$ cat config.mk
export PLATFORM = sky130hd
export DESIGN_NAME = bulk_sequencer_flat
export DESIGN_NICKNAME = d
export VERILOG_FILES = /design/src/rtl/bulk_sequencer_if.sv /design/src/rtl/bulk_sequencer.sv /design/src/flat_wrapper.sv
export SDC_FILE = /design/constraint.sdc
export NUM_CORES = 1
export LEC_CHECK = 0
export BUFFER_PORTS_ARGS = -buffer_cell sky130_fd_sc_hd__buf_2
export CELL_PAD_IN_SITES_DETAIL_PLACEMENT = 0
export CELL_PAD_IN_SITES_GLOBAL_PLACEMENT = 1
export CORE_AREA = 2 2 93 95
export DETAILED_ROUTE_END_ITERATION = 8
export DIE_AREA = 0 0 95 97
export GPL_TIMING_DRIVEN = 0
export HOLD_SLACK_MARGIN = 0.05
export PLACE_DENSITY = 0.87
export RECOVER_POWER = 25
export SLEW_MARGIN = 20
export SYNTH_ARGS = -nofsm -noshare
export SYNTH_HDL_FRONTEND = slang
export SYNTH_SLANG_ARGS = --single-unit
$ cat constraint.sdc
create_clock -name CLK -period 3.14 [get_ports CLK]
set_input_delay 0.628 -clock CLK [delete_from_list [all_inputs] [get_ports CLK]]
set_output_delay 0.628 -clock CLK [all_outputs]
set_load 0.01 [all_outputs]
$ cat src/rtl/bulk_sequencer_if.sv
// Bulk-port bundle between the burst sequencer and its client/controller.
// The sequencer is the master: it drives the request, address and strobe side.
interface bulk_sequencer_if;
    logic        START;
    logic [25:0] START_ADDR;
    logic [7:0]  LENGTH;
    logic        WRITE;
    logic        ABORT;
    logic [25:0] ADDRESS_BULK;
    logic        WE_BULK;
    logic        REQUEST_ACCESS_BULK;
    logic        GRANT_ACCESS_BULK;
    logic        REQUEST_ALIGN_BULK;
    logic        GRANT_ALIGN_BULK;
    logic        DATA_STROBE;
    logic [7:0]  WORD_INDEX;
    logic        BUSY;
    logic        DONE;
    logic        ABORTED;

    modport master (
        input  START, START_ADDR, LENGTH, WRITE, ABORT,
        input  GRANT_ACCESS_BULK, GRANT_ALIGN_BULK,
        output ADDRESS_BULK, WE_BULK, REQUEST_ACCESS_BULK, REQUEST_ALIGN_BULK,
        output DATA_STROBE, WORD_INDEX, BUSY, DONE, ABORTED
    );

    modport slave (
        output START, START_ADDR, LENGTH, WRITE, ABORT,
        output GRANT_ACCESS_BULK, GRANT_ALIGN_BULK,
        input  ADDRESS_BULK, WE_BULK, REQUEST_ACCESS_BULK, REQUEST_ALIGN_BULK,
        input  DATA_STROBE, WORD_INDEX, BUSY, DONE, ABORTED
    );
endinterface

$ cat src/rtl/bulk_sequencer.sv
// Burst front-end for the DDR bulk port: walks a start address word by word,
// re-aligning the page whenever the column wraps past 12'hFFF.
module bulk_sequencer (
    input  logic             CLK,
    input  logic             RST,
    bulk_sequencer_if.master bus
);
    typedef enum logic [1:0] {IDLE, ALIGN, ACCESS, DRAIN} state_t;

    state_t      state;
    logic [25:0] addr;
    logic        we;
    logic        req_access;
    logic        req_align;
    logic        busy;
    logic        done;
    logic        aborted;
    logic        blank;
    logic [8:0]  remaining;
    logic [7:0]  index;
    logic        strobe;
    logic        last_word;
    logic        page_end;

    // A late grant in DRAIN is still a real word on the data path.
    assign strobe    = bus.GRANT_ACCESS_BULK && (state == ACCESS || state == DRAIN);
    assign last_word = (remaining == 9'd1);
    assign page_end  = (addr[11:0] == 12'hFFF);

    always_ff @(posedge CLK) begin
        if (!RST) begin
            state      <= IDLE;
            addr       <= 26'd0;
            we         <= 1'b0;
            req_access <= 1'b0;
            req_align  <= 1'b0;
            busy       <= 1'b0;
            done       <= 1'b0;
            aborted    <= 1'b0;
            blank      <= 1'b0;
            remaining  <= 9'd0;
            index      <= 8'd0;
        end else begin
            done    <= 1'b0;
            aborted <= 1'b0;
            if (strobe) begin
                index     <= index + 8'd1;
                remaining <= remaining - 9'd1;
                addr      <= addr + 26'd1;
            end
            case (state)
                IDLE: begin
                    if (bus.START) begin
                        addr      <= bus.START_ADDR;
                        we        <= bus.WRITE;
                        remaining <= (bus.LENGTH == 8'd0) ? 9'd256 : {1'b0, bus.LENGTH};
                        index     <= 8'd0;
                        blank     <= 1'b1;
                        req_align <= 1'b1;
                        busy      <= 1'b1;
                        state     <= ALIGN;
                    end
                end
                ALIGN: begin
                    // First ALIGN cycle: the align grant is a registered compare
                    // that may still describe the previous page.
                    if (bus.ABORT) begin
                        req_align <= 1'b0;
                        state     <= DRAIN;
                    end else if (blank) begin
                        blank <= 1'b0;
                    end else if (bus.GRANT_ALIGN_BULK) begin
                        req_access <= 1'b1;
                        state      <= ACCESS;
                    end
                end
                ACCESS: begin
                    if (bus.GRANT_ACCESS_BULK && last_word) begin
                        req_align  <= 1'b0;
                        req_access <= 1'b0;
                        busy       <= 1'b0;
                        done       <= 1'b1;
                        state      <= IDLE;
                    end else if (bus.ABORT) begin
                        req_align  <= 1'b0;
                        req_access <= 1'b0;
                        state      <= DRAIN;
                    end else if (bus.GRANT_ACCESS_BULK && page_end) begin
                        req_access <= 1'b0;
                        blank      <= 1'b1;
                        state      <= ALIGN;
                    end
                end
                DRAIN: begin
                    busy    <= 1'b0;
                    done    <= 1'b1;
                    aborted <= 1'b1;
                    state   <= IDLE;
                end
                default: state <= IDLE;
            endcase
        end
    end

    assign bus.ADDRESS_BULK        = addr;
    assign bus.WE_BULK             = we;
    assign bus.REQUEST_ACCESS_BULK = req_access;
    assign bus.REQUEST_ALIGN_BULK  = req_align;
    assign bus.DATA_STROBE         = strobe;
    assign bus.WORD_INDEX          = strobe ? index : 8'd0;
    assign bus.BUSY                = busy;
    assign bus.DONE                = done;
    assign bus.ABORTED             = aborted;
endmodule
$ cat src/flat_wrapper.sv
// flat-port wrapper written by rule: the top's interface ports become plain ports
module bulk_sequencer_flat 
  (CLK, RST, bus_START, bus_START_ADDR, bus_LENGTH, bus_WRITE, bus_ABORT, bus_GRANT_ACCESS_BULK, bus_GRANT_ALIGN_BULK, bus_ADDRESS_BULK, bus_WE_BULK, bus_REQUEST_ACCESS_BULK, bus_REQUEST_ALIGN_BULK, bus_DATA_STROBE, bus_WORD_INDEX, bus_BUSY, bus_DONE, bus_ABORTED);
  bulk_sequencer_if bus_i ();
  input  logic CLK;
  input  logic RST;
  input wire logic [$bits(bus_i.START)-1:0] bus_START;
  input wire logic [$bits(bus_i.START_ADDR)-1:0] bus_START_ADDR;
  input wire logic [$bits(bus_i.LENGTH)-1:0] bus_LENGTH;
  input wire logic [$bits(bus_i.WRITE)-1:0] bus_WRITE;
  input wire logic [$bits(bus_i.ABORT)-1:0] bus_ABORT;
  input wire logic [$bits(bus_i.GRANT_ACCESS_BULK)-1:0] bus_GRANT_ACCESS_BULK;
  input wire logic [$bits(bus_i.GRANT_ALIGN_BULK)-1:0] bus_GRANT_ALIGN_BULK;
  output wire logic [$bits(bus_i.ADDRESS_BULK)-1:0] bus_ADDRESS_BULK;
  output wire logic [$bits(bus_i.WE_BULK)-1:0] bus_WE_BULK;
  output wire logic [$bits(bus_i.REQUEST_ACCESS_BULK)-1:0] bus_REQUEST_ACCESS_BULK;
  output wire logic [$bits(bus_i.REQUEST_ALIGN_BULK)-1:0] bus_REQUEST_ALIGN_BULK;
  output wire logic [$bits(bus_i.DATA_STROBE)-1:0] bus_DATA_STROBE;
  output wire logic [$bits(bus_i.WORD_INDEX)-1:0] bus_WORD_INDEX;
  output wire logic [$bits(bus_i.BUSY)-1:0] bus_BUSY;
  output wire logic [$bits(bus_i.DONE)-1:0] bus_DONE;
  output wire logic [$bits(bus_i.ABORTED)-1:0] bus_ABORTED;
  assign bus_i.START = bus_START;
  assign bus_i.START_ADDR = bus_START_ADDR;
  assign bus_i.LENGTH = bus_LENGTH;
  assign bus_i.WRITE = bus_WRITE;
  assign bus_i.ABORT = bus_ABORT;
  assign bus_i.GRANT_ACCESS_BULK = bus_GRANT_ACCESS_BULK;
  assign bus_i.GRANT_ALIGN_BULK = bus_GRANT_ALIGN_BULK;
  assign bus_ADDRESS_BULK = bus_i.ADDRESS_BULK;
  assign bus_WE_BULK = bus_i.WE_BULK;
  assign bus_REQUEST_ACCESS_BULK = bus_i.REQUEST_ACCESS_BULK;
  assign bus_REQUEST_ALIGN_BULK = bus_i.REQUEST_ALIGN_BULK;
  assign bus_DATA_STROBE = bus_i.DATA_STROBE;
  assign bus_WORD_INDEX = bus_i.WORD_INDEX;
  assign bus_BUSY = bus_i.BUSY;
  assign bus_DONE = bus_i.DONE;
  assign bus_ABORTED = bus_i.ABORTED;
  bulk_sequencer u_core (.CLK(CLK), .RST(RST), .bus(bus_i));
endmodule
## After elaboration in Yosys (flattened, before gate mapping)

Cells that the tools add are included.

| cells by class | value |
|---|---|
| $add $sub $neg | 3 |
| equal/unequal tests | 16 |
| mux-type cells | 40 |
| reductions and logical operators | 15 |

Operator list:

| kind | count |
|---|---|
| 26-bit two-way mux | 3 |
| 9-bit two-way mux | 4 |
| 8-bit two-way mux | 4 |
| 26-bit by 1-bit adder with 26-bit output (second input constant) | 1 |
| 1-bit two-way mux | 16 |
| 2-bit != test (second input constant) | 8 |
| 2-bit two-way mux | 7 |
| 12-bit == test (second input constant) | 1 |
| 9-bit by 1-bit == test with 1-bit output (second input constant) | 1 |
| 1-bit case mux with 3 select lines | 3 |
| 9-bit by 1-bit subtractor with 9-bit output (second input constant) | 1 |
| 8-bit by 1-bit adder with 8-bit output (second input constant) | 1 |
| 8-bit logical NOT | 1 |
| 2-bit case mux with 4 select lines | 1 |
| 3-bit != test (second input constant) | 2 |
| 6-bit AND reduction | 1 |
| 3-bit nonzero test | 2 |
| 5-bit AND reduction | 1 |
| 2-bit == test (second input constant) | 2 |
| 4-bit != test (second input constant) | 1 |
| 1-bit case mux with 2 select lines | 2 |
| 2-bit AND reduction | 2 |
| 4-bit AND reduction | 1 |
| 1-bit logical AND | 3 |
| 5 further kinds | 5 |

| word-level totals | value |
|---|---|
| bits in registers | 52 |
| bits of input ports | 41 |
| output and inout port bits | 41 |
| logic and storage cells | 85 |

## Depth between registers and ports, before layout

| depth | value |
|---|---|
| depth in word-level cells | 6 |
| mapped depth | 9 |
| depth with buffers taken out | 7 |

## Worst setup path after synthesis

No wires, ideal clock.

| timing | value |
|---|---|
| path type | flip-flop to output port |
| start | register u_core.state[0] |
| end | output bus_WORD_INDEX[0] |
| arrival time | 1.603 ns |
| required time | 2.512 ns |
| setup slack | 0.909 ns |
| stages on the path, launching flop included | 8 |
| buffers on the path | 2 |
| path through | dfxtp_1 -> inv_1 -> ha_1 -> buf_4 -> o21ai_2 -> inv_1 -> clkbuf_1 -> ha_1 |

| between the ends | value |
|---|---|
| cells in the longest elaborated chain, start to end | 4 |
| elaborated cells between the ends (all ways) | 5 |
| classes of those cells | eq/ne: 2; mux: 1; reduce/logical: 2 |

RTL lines:

| what | line | RTL |
|---|---|---|
| start, declared | bulk_sequencer.sv:10 | `state_t state;` |
| start signal, assigned | bulk_sequencer.sv:32 | `state <= IDLE;` |
| start signal, assigned | bulk_sequencer.sv:61 | `state <= ALIGN;` |
| start signal, assigned | bulk_sequencer.sv:69 | `state <= DRAIN;` |
| 2-bit == test | bulk_sequencer.sv:26 | `assign strobe = bus.GRANT_ACCESS_BULK && (state == ACCESS \|\| state == DRAIN);` |
| 1-bit logical OR * | bulk_sequencer.sv:26 |  |
| 1-bit logical AND * | bulk_sequencer.sv:26 |  |
| named net bus_DATA_STROBE | flat_wrapper.sv:18 | `output wire logic [$bits(bus_i.DATA_STROBE)-1:0] bus_DATA_STROBE;` |
| 8-bit two-way mux * | bulk_sequencer.sv:110 | `assign bus.WORD_INDEX = strobe ? index : 8'd0;` |
| end, declared | flat_wrapper.sv:19 | `output wire logic [$bits(bus_i.WORD_INDEX)-1:0] bus_WORD_INDEX;` |

The timed path passes the listed nets; every way through them passes the cells marked *.

## Final worst setup path

| timing | value |
|---|---|
| start | register u_core.state[0] |
| end | output bus_WORD_INDEX[0] |

| between the ends | value |
|---|---|
| cells in the longest elaborated chain, start to end | 4 |
| elaborated cells between the ends (all ways) | 5 |
| classes of those cells | eq/ne: 2; mux: 1; reduce/logical: 2 |

RTL lines:

| what | line |
|---|---|
| 2-bit == test | bulk_sequencer.sv:26 |
| 1-bit logical OR * | bulk_sequencer.sv:26 |
| 1-bit logical AND * | bulk_sequencer.sv:26 |
| 8-bit two-way mux * | bulk_sequencer.sv:110 |

Mark *: on every way between the ends. The rest lies on a longest branch, timed or not.

==> flow_summary.ini <==
[critical_path]
arrival_ns = 2.31
path_class = reg2out
crit_buf_inv = 5
start_kind = flop
cp_max_fo = 11
critPathTopFamily = buffers and inverters
required_ns = 2.51
worstSetupEndpointType = primary output
cp_slowest_cell = dfxtp_1
crit_chain = inv_1, ha_1, buf_4, o21ai_2, inv_1, clkbuf_1, ha_1, buf_2
slowest_delay_ns = 0.43

[cts]
htree_levels = 2
cts_buffers = 5
postCtsResizedCells = 0
post_cts_buffers = 0
tritoncts = built
cts_sinks = 52
clkSlewWorstSetupHoldPaths_ns = 0.09
hold_buffers = 0
root_buffer = clkbuf_8
insertion_delay_ns = 0.30
cts_buffer_depth = 2

[placement]
place.gp.congestion = 0.861
portBuffers = 80
place_inst = 559
hpwl_um = 6990

[run_status]
status = finished clean

[floorplanning]
start_util_pct = 37.1
fp-row-count = 33
dieArea_um2 = 9220
die_h_um = 97
fp.dieW_um = 95
pin_count = 82
fp.coreArea_um2 = 8130

[logic_synthesis]
syn_area_per_cell_um2 = 8.07
yosysSeqAreaShare_pct = 34.5
syn_nets = 426
synth_seq_cells = 52
synth_edf_count = 0
ys_types = 43
synthCells = 374
synthFlopType = dfxtp_1
ys_async_sr_fraction_pct = 0
synth_area_um2 = 3020
yosysWarnings = 0

[timing]
max_slew.worst_pin.slew_ns = 0.665
rsz0062_at_grt = false
fin_skew_ns = 0.00910
fmax_mhz = 340
fin_crit_sh_pct = 93.6
slew_violations = 0
slew_headroom_pct = 55.7
finalSetupTns_ns = 0
hold_violations = 0
period_needed_ns = 2.94
finalSetupViolCount = 0

[drt]
ant_nets = 0
vias_per_cell = 5.66
avgRoutedWirePerCell_um = 16.2
drc = 0
vias = 3201
drt_iter0_drc = 244
routed_wirelength_um = 9150
dr.pass1.iters = 4

[global_routing]
grt_pass1_wl_um = 15000
grt.total_usage_pct = 20.3
grt_pass1_vias = 3121
grt_start_max_net_pins = 15
overflow = 0
antenna_found_initial = 0

[power_and_ir_drop]
switching_share_pct = 42.1
power_frac_seq_pct = 43.3
vdd_drop_max_v = 0.000215
switchingPower_mw = 0.945
powerDensity_nw_per_um2 = 624
combPwrFrac_pct = 40.4
p_leak_nw = 1.36
clockPowerShare_pct = 16.3
internal_power_mw = 1.30

[hold_path]
min_path_type = reg2reg

[final_layout]
syn2layout_area_growth_pct = 19.3
antenna_cells = 0
final_cells = 566
layout_common_cells = 64 x buf_2, 52 x dfxtp_1, 38 x clkbuf_1, 29 x nor2_1, 27 x nand2_1
nNetsFinal = 513
final_common_cell = buf_2
drive_gt1_share_pct = 16.9

[flow_run]
maxCapViolCount = 0
## stage by stage
stage	hold slack (ns)	area [um2]	total power [mW]	utilization (%)	worst slack [ns]
finish	0.478	3600	2.25	44.3	0.201
global route	0.500	3600	2.42	44.3	0.0295
CTS	0.472	3630	2.27	44.6	0.170
detailed placement	0.460	3550	1.91	43.6	0.516
global placement	0.460	3550	1.89	43.6	0.538
floorplan	0.453	3020	1.56	-	0.909
## worst reg2reg max path: stages, from the launching register on
cell and delay [ns]:
dfxtp_1 0.43, inv_1 0.13, ha_1 0.24, nand2_1 0.26
clkbuf_1 0.33, clkbuf_1 0.56, nand4_1 0.16, nand3_1 0.12
## metal layers
metal	track usage, %	part of all wire [%]
met1	27.5	45
met2	31.5	47
met3	3.58	6.2
met4	8.14	2.5
met5	0	0
## Yosys cell counts, drive strengths merged (2+ instances only)
library cell / count / area, um2
o211ai: 4 / 30.0
a31oi: 4 / 25.0
clkbuf: 14 / 52.6
a211oi: 17 / 128
buf: 10 / 56.3
or4: 7 / 52.6
and3: 6 / 37.5
nand4b: 2 / 17.5
nand4: 17 / 106
a41oi: 2 / 17.5
o31ai: 4 / 30.0
a311oi: 5 / 43.8
dfxtp: 52 / 1040
nor3: 13 / 65.1
nor4: 11 / 75.1
ha: 11 / 138
nor2b: 2 / 12.5
and2: 13 / 81.3
inv: 12 / 45.0
nand3: 16 / 92.6
nand2: 27 / 101
xor2: 12 / 105
a21o: 3 / 22.5
xnor2: 12 / 105
a21oi: 20 / 100
o21ai: 25 / 129
or3: 3 / 18.8
and4: 11 / 96.3
nor2: 29 / 109
nand2b: 2 / 12.5
## power by group through the flow
stage	combinational, mW	clock, mW	sequential (mW)
floorplan	0.566	0	0.998
global placement	0.905	0	0.982
detailed placement	0.918	0	0.988
CTS	0.925	0.377	0.972
global route	1.01	0.404	1.00
finish	0.907	0.367	0.974
## final cells by class
| cell class | instances | area [um2] |
|---|---|---|
| Fill cell | 845 | 4530 |
| Multi-Input combinational cell | 286 | 1820 |
| Sequential cell | 52 | 1040 |
| Timing Repair Buffer | 80 | 374 |
| Tap cell | 105 | 131 |
| Buffer | 24 | 108 |
| Clock buffer | 6 | 72.6 |
| Inverter | 12 | 45.0 |
| Clock inverter | 1 | 5.00 |
## logic make-up (layout without fill, tap and decap cells)
kind of cell | Yosys count | in the layout | share of synthesized area, %
AO/OA/AOI/OAI | 89 | 89 | 18.9
XOR/XNOR | 24 | 24 | 6.97
adder cells (fa/ha/maj) | 11 | 11 | 4.56
buffers and inverters | 36 | 123 | 5.10
flip-flops | 52 | 52 | 34.5
AND/OR/NAND/NOR | 162 | 162 | 29.9
## path summary, 6_finish.rpt
| kind | startpoint | to | slack (ns) | cells past startpoint |
|---|---|---|---|---|
| setup / recovery | u_core.state[0]$_SDFFE_PN0P_ | bus_WORD_INDEX[0] | 0.20 | 8 |
| hold / removal | u_core.bus.BUSY$_SDFFE_PN0P_ | u_core.bus.BUSY$_SDFFE_PN0P_ | 0.48 | 2 |
| setup reg to reg | u_core.state[0]$_SDFFE_PN0P_ | u_core.bus.ADDRESS_BULK[17]$_SDFF_PN0_ | 0.87 | 7 |
| hold reg to reg | u_core.bus.BUSY$_SDFFE_PN0P_ | u_core.bus.BUSY$_SDFFE_PN0P_ | 0.48 | 2 |
## sequential cells by signal, summed over array words and instances (netlist names)
signal                          cells
u_core.blank                        1
u_core.bus.ABORTED                  1
u_core.bus.ADDRESS_BULK            26
u_core.bus.BUSY                     1
u_core.bus.DONE                     1
u_core.bus.REQUEST_ACCESS_BULK      1
u_core.bus.REQUEST_ALIGN_BULK       1
u_core.bus.WE_BULK                  1
u_core.index                        8
u_core.remaining                    9
u_core.state                        2
No activity file was read; power rests on OpenSTA's default activity.
